`src/rtl/carrier_loop_sequencer.sv`:
```
// Acquisition/tracking sequencer for the trellis carrier loop.
// Gear-shifts loop-filter exponents and sweeps the DDS offset until lock.
module carrier_loop_sequencer #(
    parameter int CNT_W   = 16,
    parameter int SWEEP_W = 32
) (
    input  logic               clk,
    input  logic               reset,
    input  logic               loopEn,
    input  logic               runEnable,
    input  logic               carrierLock,
    input  logic [4:0]         acqLeadExp,
    input  logic [4:0]         acqLagExp,
    input  logic [4:0]         trkLeadExp,
    input  logic [4:0]         trkLagExp,
    input  logic [CNT_W-1:0]   settleCount,
    input  logic [CNT_W-1:0]   trackDwell,
    input  logic [SWEEP_W-1:0] sweepStep,
    input  logic [SWEEP_W-1:0] sweepLimit,
    output logic [4:0]         leadExp,
    output logic [4:0]         lagExp,
    output logic               clearAccum,
    output logic               zeroError,
    output logic [SWEEP_W-1:0] sweepOffset,
    output logic [1:0]         state,
    output logic               trackMode,
    output logic [7:0]         relockCount
);

    typedef enum logic [1:0] {
        IDLE    = 2'd0,
        SETTLE  = 2'd1,
        ACQUIRE = 2'd2,
        TRACK   = 2'd3
    } state_t;

    localparam int XW = SWEEP_W + 2;
    localparam logic [CNT_W-1:0] CNT_ONE = {{(CNT_W-1){1'b0}}, 1'b1};
    localparam logic [CNT_W:0]   INC_ONE = {{CNT_W{1'b0}}, 1'b1};

    state_t             cur_q, nxt;
    logic [CNT_W-1:0]   settle_q, settle_n;
    logic [CNT_W-1:0]   dwell_q, dwell_n;
    logic [CNT_W:0]     dwell_inc;
    logic               down_q, down_n;
    logic [SWEEP_W-1:0] off_q, off_n;
    logic [7:0]         relock_q, relock_n;

    // Two guard bits keep offset +/- a full-range step exact.
    logic signed [XW-1:0] off_x, step_x, lim_x, neg_lim, up_x, dn_x;
    logic [SWEEP_W-1:0]   sweep_off;
    logic                 sweep_down;

    assign off_x   = {{2{off_q[SWEEP_W-1]}}, off_q};
    assign step_x  = {2'b00, sweepStep};
    assign lim_x   = {2'b00, sweepLimit & {1'b0, {(SWEEP_W-1){1'b1}}}};
    assign neg_lim = -lim_x;
    assign up_x    = off_x + step_x;
    assign dn_x    = off_x - step_x;

    assign dwell_inc = {1'b0, dwell_q} + INC_ONE;

    always_comb begin
        sweep_off  = off_q;
        sweep_down = down_q;
        if (!down_q) begin
            if (up_x > lim_x) begin
                sweep_off  = lim_x[SWEEP_W-1:0];
                sweep_down = 1'b1;
            end else begin
                sweep_off = up_x[SWEEP_W-1:0];
            end
        end else begin
            if (dn_x < neg_lim) begin
                sweep_off  = neg_lim[SWEEP_W-1:0];
                sweep_down = 1'b0;
            end else begin
                sweep_off = dn_x[SWEEP_W-1:0];
            end
        end
    end

    always_comb begin
        nxt      = cur_q;
        settle_n = settle_q;
        dwell_n  = dwell_q;
        down_n   = down_q;
        off_n    = off_q;
        relock_n = relock_q;
        if (!runEnable) begin
            nxt = IDLE;
        end else if (loopEn) begin
            unique case (cur_q)
                IDLE: begin
                    nxt      = SETTLE;
                    settle_n = settleCount;
                end
                SETTLE: begin
                    if (settle_q != '0) begin
                        settle_n = settle_q - CNT_ONE;
                    end else begin
                        nxt     = ACQUIRE;
                        dwell_n = '0;
                    end
                end
                ACQUIRE: begin
                    if (carrierLock) begin
                        if (dwell_inc >= {1'b0, trackDwell}) begin
                            nxt     = TRACK;
                            dwell_n = '0;
                        end else begin
                            dwell_n = dwell_inc[CNT_W-1:0];
                        end
                    end else begin
                        dwell_n = '0;
                        off_n   = sweep_off;
                        down_n  = sweep_down;
                    end
                end
                TRACK: begin
                    if (!carrierLock) begin
                        nxt = ACQUIRE;
                        if (relock_q != 8'hFF) begin
                            relock_n = relock_q + 8'd1;
                        end
                    end
                end
                default: nxt = IDLE;
            endcase
        end
        if (nxt == IDLE) begin
            settle_n = '0;
            dwell_n  = '0;
            down_n   = 1'b0;
            off_n    = '0;
            relock_n = '0;
        end
    end

    always_ff @(posedge clk or negedge reset) begin
        if (!reset) begin
            cur_q      <= IDLE;
            settle_q   <= '0;
            dwell_q    <= '0;
            down_q     <= 1'b0;
            off_q      <= '0;
            relock_q   <= '0;
            leadExp    <= '0;
            lagExp     <= '0;
            clearAccum <= 1'b1;
            zeroError  <= 1'b1;
            trackMode  <= 1'b0;
        end else begin
            cur_q      <= nxt;
            settle_q   <= settle_n;
            dwell_q    <= dwell_n;
            down_q     <= down_n;
            off_q      <= off_n;
            relock_q   <= relock_n;
            leadExp    <= (nxt == TRACK) ? trkLeadExp : acqLeadExp;
            lagExp     <= (nxt == TRACK) ? trkLagExp : acqLagExp;
            clearAccum <= (nxt == IDLE);
            zeroError  <= (nxt == IDLE);
            trackMode  <= (nxt == TRACK);
        end
    end

    assign state       = cur_q;
    assign sweepOffset = off_q;
    assign relockCount = relock_q;

endmodule

```
`config.mk`:
```
export PLATFORM = sky130hd
export DESIGN_NAME = carrier_loop_sequencer
export DESIGN_NICKNAME = d
export VERILOG_FILES = /design/src/rtl/carrier_loop_sequencer.sv
export SDC_FILE = /design/constraint.sdc
export NUM_CORES = 1
export LEC_CHECK = 0
export CAP_MARGIN = 40
export CORE_AREA = 4 4 137 172
export DETAILED_ROUTE_END_ITERATION = 6
export DIE_AREA = 0 0 141 176
export PLACE_DENSITY_LB_ADDON = 0.05
export REMOVE_ABC_BUFFERS = 1
export SLEW_MARGIN = 5
export SYNTH_ARGS = -nofsm -noshare
export SYNTH_HDL_FRONTEND = slang
export SYNTH_SLANG_ARGS = --single-unit
```
`constraint.sdc`:
```
create_clock -name clk -period 9.9 [get_ports clk]
set_clock_uncertainty 0.2 [all_clocks]
set_input_delay 1.485 -clock clk [delete_from_list [all_inputs] [get_ports clk]]
set_output_delay 1.485 -clock clk [all_outputs]
set_load 0.02 [all_outputs]
```
==> results of run 1 <==
[worst max-delay path, cell delays in order]
cell and delay [ns]:
clkdlybuf4s50_1 0.52, ha_1 0.18, inv_1 0.05, fa_1 0.40
a21oi_1 0.21, o21ai_0 0.19, a21bo_2 0.26, a21oi_1 0.33
o31ai_1 0.21, a31oi_1 0.61, inv_1 0.09, a21oi_1 0.32
nor2_1 0.09, a31oi_1 0.21, xnor2_1 0.14, ha_1 0.23
a21oi_1 0.13, nor2b_1 0.06, o21ai_0 0.18, a21oi_1 0.09
o21ai_0 0.15, nand3_1 0.18, a211oi_1 0.42, a21oi_4 0.29
and2_1 0.29, a31oi_1 0.19, mux2_2 0.36, a21oi_1 0.13
[report_power, final]
group	switching, mW	total (mW)	internal [mW]
sequential	0.0102	0.376	0.366
clock	0.170	0.394	0.224
combinational	0.205	0.363	0.158
total	0.385	1.13	0.748
[cell families after synthesis]
logic type | after synthesis
simple gates | 441
compound gates | 377
buf+inv | 196
fa+ha+maj | 151
xor+xnor | 106
flops | 87
mux | 43
[path summary, 6_finish.rpt]
check / start / end / cells after the start
setup / recovery: sweepStep[0] / sweepOffset[0] / 28
hold / removal: dwell_q[6] / dwell_q[6] / 2
setup reg to reg: sweepOffset[0] / sweepOffset[0] / 28
hold reg to reg: dwell_q[6] / dwell_q[6] / 2
max in group asynchronous: reset / settle_q[11] / 2
min in group asynchronous: reset / sweepOffset[27] / 1
[per-layer routing]
| metal | vias up | part of all wire [%] | global-route usage, % |
|---|---|---|---|
| li1 | 5227 | - | - |
| met1 | 4899 | 42 | 31.70 |
| met2 | 290 | 50 | 46.45 |
| met3 | 54 | 4.9 | 4.145 |
| met4 | 0 | 2.9 | 8.360 |
| met5 | - | 0 | 0 |
[Yosys cell counts (all sizes together) (3+ instances only)]
| cell | instances | area [um^2] |
|---|---|---|
| ha | 149 | 1864 |
| nor2 | 147 | 551.8 |
| inv | 135 | 506.7 |
| a21oi | 119 | 595.6 |
| nand2 | 113 | 426.7 |
| xnor2 | 88 | 770.7 |
| dfrtp | 86 | 2152 |
| o21ai | 73 | 369.1 |
| clkbuf | 47 | 176.4 |
| nor3 | 39 | 195.2 |
| a21o | 33 | 247.7 |
| mux2i | 30 | 300.3 |
| nand3 | 30 | 150.1 |
| nand2b | 27 | 168.9 |
| nand4 | 24 | 150.1 |
| o221ai | 21 | 183.9 |
| xor2 | 18 | 157.7 |
| nor2b | 15 | 93.84 |
| o21bai | 15 | 112.6 |
| a31oi | 14 | 87.58 |
| buf | 13 | 98.84 |
| mux2 | 13 | 150.1 |
| o31ai | 13 | 97.59 |
| or3 | 13 | 81.33 |
| a211oi | 12 | 90.09 |
| and2 | 11 | 71.32 |
| o211ai | 9 | 72.57 |
| nor4 | 8 | 50.05 |
| o21a | 8 | 60.06 |
| a221oi | 6 | 58.80 |
| and3 | 6 | 37.54 |
| o41ai | 6 | 78.83 |
| a21boi | 5 | 37.54 |
| o22ai | 5 | 31.28 |
| a221o | 4 | 40.04 |
| a22oi | 4 | 30.03 |
| o2111ai | 4 | 35.03 |
| o311ai | 4 | 42.55 |
| a311oi | 3 | 32.53 |
[area by class of cell]
cell class                      instances  area (um^2)  share of cell area (%)
Timing Repair Buffer                  186         1826                   14.02
Sequential cell                        87         2178                   16.73
Inverter                              136        510.5                   3.921
Multi-Input combinational cell       1118         7828                   60.13
Clock inverter                          6        93.84                  0.7208
Clock buffer                           10        229.0                   1.759
Tap cell                              283        354.1                   2.720
[stage by stage]
stage / std cells / utilization [%] / instance area (um^2) / total power [mW] / setup WS [ns]
6_report: 1826 / 59.23 / 13020 / 1.133 / 1.974
5_1_grt: 1826 / 59.23 / 13020 / 1.198 / 1.672
4_1_cts: 1826 / 59.23 / 13020 / 1.141 / 2.090
3_5_place_dp: 1810 / 57.76 / 12700 / 0.7434 / 1.732
3_3_place_gp: 1807 / 57.67 / 12680 / 0.7389 / 1.706
2_1_floorplan: 1341 / - / 10500 / 0.6022 / 2.325
[layout by cell type, fill, tap and decap left out, drive strengths merged, types with 5 or more instances in the layout]
cell,n
o22ai,5
a221oi,6
a21oi,119
xnor2,88
ha,149
nor3,39
nor2b,15
nand2,113
o221ai,21
o211ai,9
or3,13
a21o,33
clkbuf,10
nand3,30
o41ai,6
buf,13
clkdlybuf4s50,173
o21bai,15
o21a,8
nand2b,27
inv,137
xor2,18
a31oi,14
nor4,8
o31ai,13
mux2,13
a211oi,12
o21ai,73
nand4,24
and3,6
mux2i,30
dfrtp,86
nor2,147
and2,11
a21boi,5
[flip-flops by register name, summed over array words and instances (netlist names)]
name and flops:
down_q 1, trackMode 1, leadExp 5, relockCount 8
state 2, settle_q 16, lagExp 5, zeroError 1
dwell_q 16, sweepOffset 32
==> summary.txt, run 1 <==
Status
  – Outcome: complete, no violations

Min path
  – Hold Path Class: reg2reg

Synth
  – Synth unique cells: 78
  – Sequential element share of the synthesized area: 20.22%
  – Simple-gate share of the synthesized area: 18.94%
  – Ys Warns: 0
  – Adder-Cell Fraction of Synth Area: approximately 18%
  – Asr flop ratio synth: 100.0%
  – Synth Area in XOR/XNOR: between 8 and 9%
  – Main combinational cell family by area after synthesis: compound AO/OA/AOI/OAI gates
  – #FFs+latches synth: 87
  – Post-synthesis compound-gate area fraction: between 20% and 30%
  – Cells after Synth: 1401
  – Post-synthesis mux area share: around 4.2%
  – Top FF cell, synth: dfrtp_1
  – Mapped cell area: approximately 0.011 mm^2
  – Syn avg cell area: 7.691 um^2
  – Count of flip-flops with a built-in enable after synthesis: 0

Clock tree
  – Number of H-tree levels: 3
  – CTS Hold Bufs: 0
  – Number of buffers created by CTS: 9
  – CTS Sinks: 87
  – CTS resizes: 0
  – Post-CTS setup repair buffer count: 0
  – Root buf cell: clkbuf_16
  – Clock transition at the registers of the reported paths: 0.07 ns
  – Clock latency on the worst-skew pair: between 0.3 and 0.4 ns
  – CTS tree: yes
  – CTS max path bufs: 2

Worst setup path
  – Worst EP arrival: around 8 ns
  – CP endpoint kind: register
  – WP data required: roughly 10 ns
  – Reg2Reg Setup Slack: 3.19 ns
  – CP Class: in2reg
  – Crit path max fanout: 30
  – CP startpoint kind: input pin

Global route
  – First-pass GRT wire length: 52650 um
  – Total gr overflow: 0
  – Initial antenna violation count: 0
  – Pin count of the biggest net entering global routing: 56
  – Number of global-route vias before repair: 10611
  – Gr usage total: 25.93%

Route
  – Vias after detailed routing: 10470
  – Remaining DRCs: 0
  – Total Routed Length: around 32000 um
  – Average wire per standard cell: about 18 um
  – TritonRoute pass-1 iters: 5
  – Initial drt markers: 636
  – Antenna-violating nets left: 0
  – Vias per cell: 5.734

Timing
  – Least-Margin Pin Slew: 0.8661 ns
  – RSZ-0062 raised after global routing: false
  – Final Hold Viols: 0
  – Hold WS: 0.3332 ns
  – Slew headroom: 41.51%
  – Pins Over Slew Limit: 0
  – Fmax: 126.2 MHz
  – Setup TNS: 0 ns
  – Post-route minimum period: 7.926 ns
  – Setup violators final: 0
  – Crit share post-route: 80.06%

Layout
  – N_diodes: 0
  – Area delta synth->final: 20.82%
  – Nets@finish: roughly 1800
  – Layout cells sized above 1: 4.083%
  – Fillers: 2075

Die
  – Std-Cell Rows: around 60
  – Die Height: 176 um
  – Die width: 141 um
  – Io pins: between 150 and 200
  – Area of the core: 0.02198 mm^2
  – Initial Utilization: 49.02%
  – Die ar.: around 0.025 mm^2

Power and ir drop
  – Pwr dens: 87.06 mW/mm^2
  – Pleak: 6.048 nW
  – Max VDD drop: 0.08484 mV

Placed design
  – I/O Buffers: 174
  – Gpl congestion: ~0.91
  – Post-DP HPWL: 25510 um

Run
  – Max-cap viol count: 0
Power figures use the tool's default switching activity.
==> run 2, diff against run 1 <==
Clock period 9.9 ns to 6.5 ns, I/O delays scaled along.
==> run 2 against run 1 <==
  * Non-clock buffer count up 117
  * Sequential power up 52%
  * Worst setup slack worse by 1.6 ns
  * Die area unchanged
  * First-iteration DRC count down 6.3%
  * Core utilization up 4.8 points
  * Wire length up 6.1%
  * Largest cell class unchanged
  * Largest power group is now combinational logic
  * Clock-buffer cell count unchanged
  * Clock power up 41%
  * Critical path type unchanged
  * Critical path depth down 3
  * Via count up 6.3%
==> summary.txt, run 2 (synthesis results as in run 1) <==
Status
  – Outcome: complete, no violations

Worst setup path
  – Reg2Reg Setup Slack: 1.03 ns (-2.16 ns)
  – WP data required: 6.53 ns (-3.45 ns)
  – CP endpoint kind: register
  – R2R depth: 23 (-18%)
  – Worst EP arrival: 6.20 ns (-1.81 ns)
  – CP startpoint kind: input pin
  – Crit path max fanout: 7 (-77%)
  – CP Class: in2reg

Clock tree
  – Root buf cell: clkbuf_16
  – CTS Hold Bufs: 0 (unchanged)
  – Number of buffers created by CTS: 9 (unchanged)
  – Clock transition at the registers of the reported paths: 0.07 ns (about the same)
  – CTS Sinks: 87 (unchanged)
  – Number of H-tree levels: 3 (unchanged)
  – Clock latency on the worst-skew pair: 0.35 ns (about the same)
  – CTS max path bufs: 2 (unchanged)
  – CTS tree: yes

Power and ir drop
  – Combinational share of power: 35.4% (+3.4 points)
  – Max VDD drop: 0.1644 mV (+94%)
  – Overall power: 1.749 mW (+54%)
  – Psw: 0.6045 mW (+57%)
  – Pleak: 6.657 nW (+10%)
  – Switch share: 34.56% (+0.55 points)
  – Seq pwr share: 32.8% (-0.4 points)
  – Clock share of power: 31.9% (-2.9 points)
  – Internal power: 1.145 mW (+53%)
  – Pwr dens: 124.3 mW/mm^2 (+43%)

Layout
  – Layout cells sized above 1: 12.29% (+8.2 points)
  – Max FFs per register: 32 (unchanged)
  – Most common library cell in the layout ignoring fill and taps: clkdlybuf4s50_1
  – N_diodes: 0 (unchanged)
  – Sequential standard cell area: 0.002178 mm^2 (unchanged)
  – Final Instance Area: 0.01407 mm^2 (+8.1%)
  – Final std cells w/o fill: 1943 (+6.4%)
  – Area delta synth->final: 30.59%
  – Fillers: 2017 (-2.8%)
  – Area of the multi-input gates: 0.007981 mm^2 (+2.0%)
  – Most frequent cells in the layout: clkdlybuf4s50_1 (173), nor2_1 (147), ha_1 (147), inv_1 (134), buf_4 (125)
  – Final Util: 64.01% (+4.8 points)
  – Nets@finish: 1927 (+6.5%)

Route
  – Average wire per standard cell: 17.67 um (-0.31%)
  – Total Routed Length: 34330 um (+6.1%)
  – Initial drt markers: 596 (-6.3%)
  – TritonRoute pass-1 iters: 5 (unchanged)
  – Remaining DRCs: 0 (unchanged)
  – Vias per cell: 5.729 (about the same)
  – Antenna-violating nets left: 0 (unchanged)
  – Vias after detailed routing: 11131 (+6.3%)

Die
  – Die ar.: 0.02482 mm^2 (unchanged)
  – Io pins: 176 (unchanged)
  – Die Height: 176 um (unchanged)
  – Die width: 141 um (unchanged)
  – Std-Cell Rows: 61 (unchanged)
  – Initial Utilization: 49.02% (unchanged)
  – Area of the core: 0.02198 mm^2 (unchanged)

Timing
  – Setup WS post-layout: 0.3271 ns (-1.647 ns)
  – Least-Margin Pin Slew: 0.8783 ns (+0.01225 ns)
  – Slew headroom: 40.68% (-0.83 points)
  – Pins Over Slew Limit: 0 (unchanged)
  – Crit share post-route: 94.97%
  – Setup violators final: 0 (unchanged)
  – Final Hold Viols: 0 (unchanged)
  – Post-route minimum period: 6.173 ns
  – Fmax: 162.0 MHz

Global route
  – Pin count of the biggest net entering global routing: 54 (-3.6%)
  – Initial antenna violation count: 0 (unchanged)
  – Number of global-route vias before repair: 11190 (+5.5%)
  – Total gr overflow: 0 (unchanged)
  – First-pass GRT wire length: 54710 um (+3.9%)
  – Gr usage total: 26.91% (+0.98 points)

Placed design
  – I/O Buffers: 174 (unchanged)
  – Placed instance count: 1925 (+6.4%)
  – Placed instance area: 0.01359 mm^2 (+7.1%)
  – Post-DP HPWL: 27190 um (+6.6%)
  – Gpl congestion: 0.9215 (+0.93%)
  – Pre-CTS WS: -0.4656 ns (-2.198 ns)

Run
  – Max-cap viol count: 0 (unchanged)

Min path
  – WHS Path Cells: 2 (unchanged)
  – Hold Path Class: reg2reg
## run 2: area by class of cell
| cell class | count | area share (%) |
|---|---|---|
| well taps | 283 | 2.516 |
| inverters | 136 | 3.628 |
| clock buffers | 10 | 1.627 |
| repair buffers | 303 | 19.53 |
| multi-input cells | 1118 | 56.72 |
| clock inverters | 6 | 0.4980 |
| flip-flops and latches | 87 | 15.48 |
## run 2: path summary, 6_finish.rpt
kind | endpoint | start
max | sweepOffset[26] | sweepStep[1]
min | dwell_q[14] | dwell_q[14]
max reg2reg | sweepOffset[26] | sweepOffset[1]
min reg2reg | dwell_q[14] | dwell_q[14]
max in group asynchronous | settle_q[15] | reset
min in group asynchronous | sweepOffset[26] | reset
## run 2: layer usage
metal,global-route usage (%),part of all wire (%),wire length [um]
met4,9.087,3.2,1085
met1,32.25,41,14180
met5,0,0,0
met3,3.820,4.9,1691
met2,49.10,51,17370
## run 2: timing repair
item                       4_1_cts  5_1_grt
gates resized for setup          4       39
setup endpoints to repair        6       33
setup buffers                    0        2
pin swaps                        1       11
## run 2: through the flow
| stage | hold slack [ns] | TNS [ns] |
|---|---|---|
| finish | 0.3134 | 0 |
| global route | 0.3748 | -0.08682 |
| CTS | 0.3222 | 0 |
| detailed placement | 0.3103 | -10.30 |
| global placement | 0.2969 | -9.535 |
| floorplan | 0.2710 | -11.75 |
## run 2: power groups by stage
stage	Clock [mW]	Sequential (mW)	Combinational, mW
after floorplan	0	0.589	0.328
after global placement	0	0.582	0.595
after detailed placement	0	0.583	0.604
after CTS	0.563	0.573	0.608
after global routing	0.580	0.575	0.683
final	0.557	0.573	0.619
## run 2: worst max-delay path: stages
cell             delay, ns
clkdlybuf4s50_1       0.49
inv_1                 0.09
ha_1                  0.31
inv_1                 0.06
a21oi_1               0.11
o41ai_4               0.36
a31oi_4               0.18
o21a_2                0.29
and3_1                0.19
or2_2                 0.29
o311ai_1              0.28
xnor2_1               0.20
ha_1                  0.29
a21oi_1               0.17
nor2b_1               0.06
o21ai_1               0.17
nand2_1               0.08
a31oi_1               0.14
o211ai_1              0.11
o221ai_1              0.10
o21ai_2               0.12
o211ai_2              0.20
and2_4                0.27
mux2_2                0.35
a221o_1               0.30
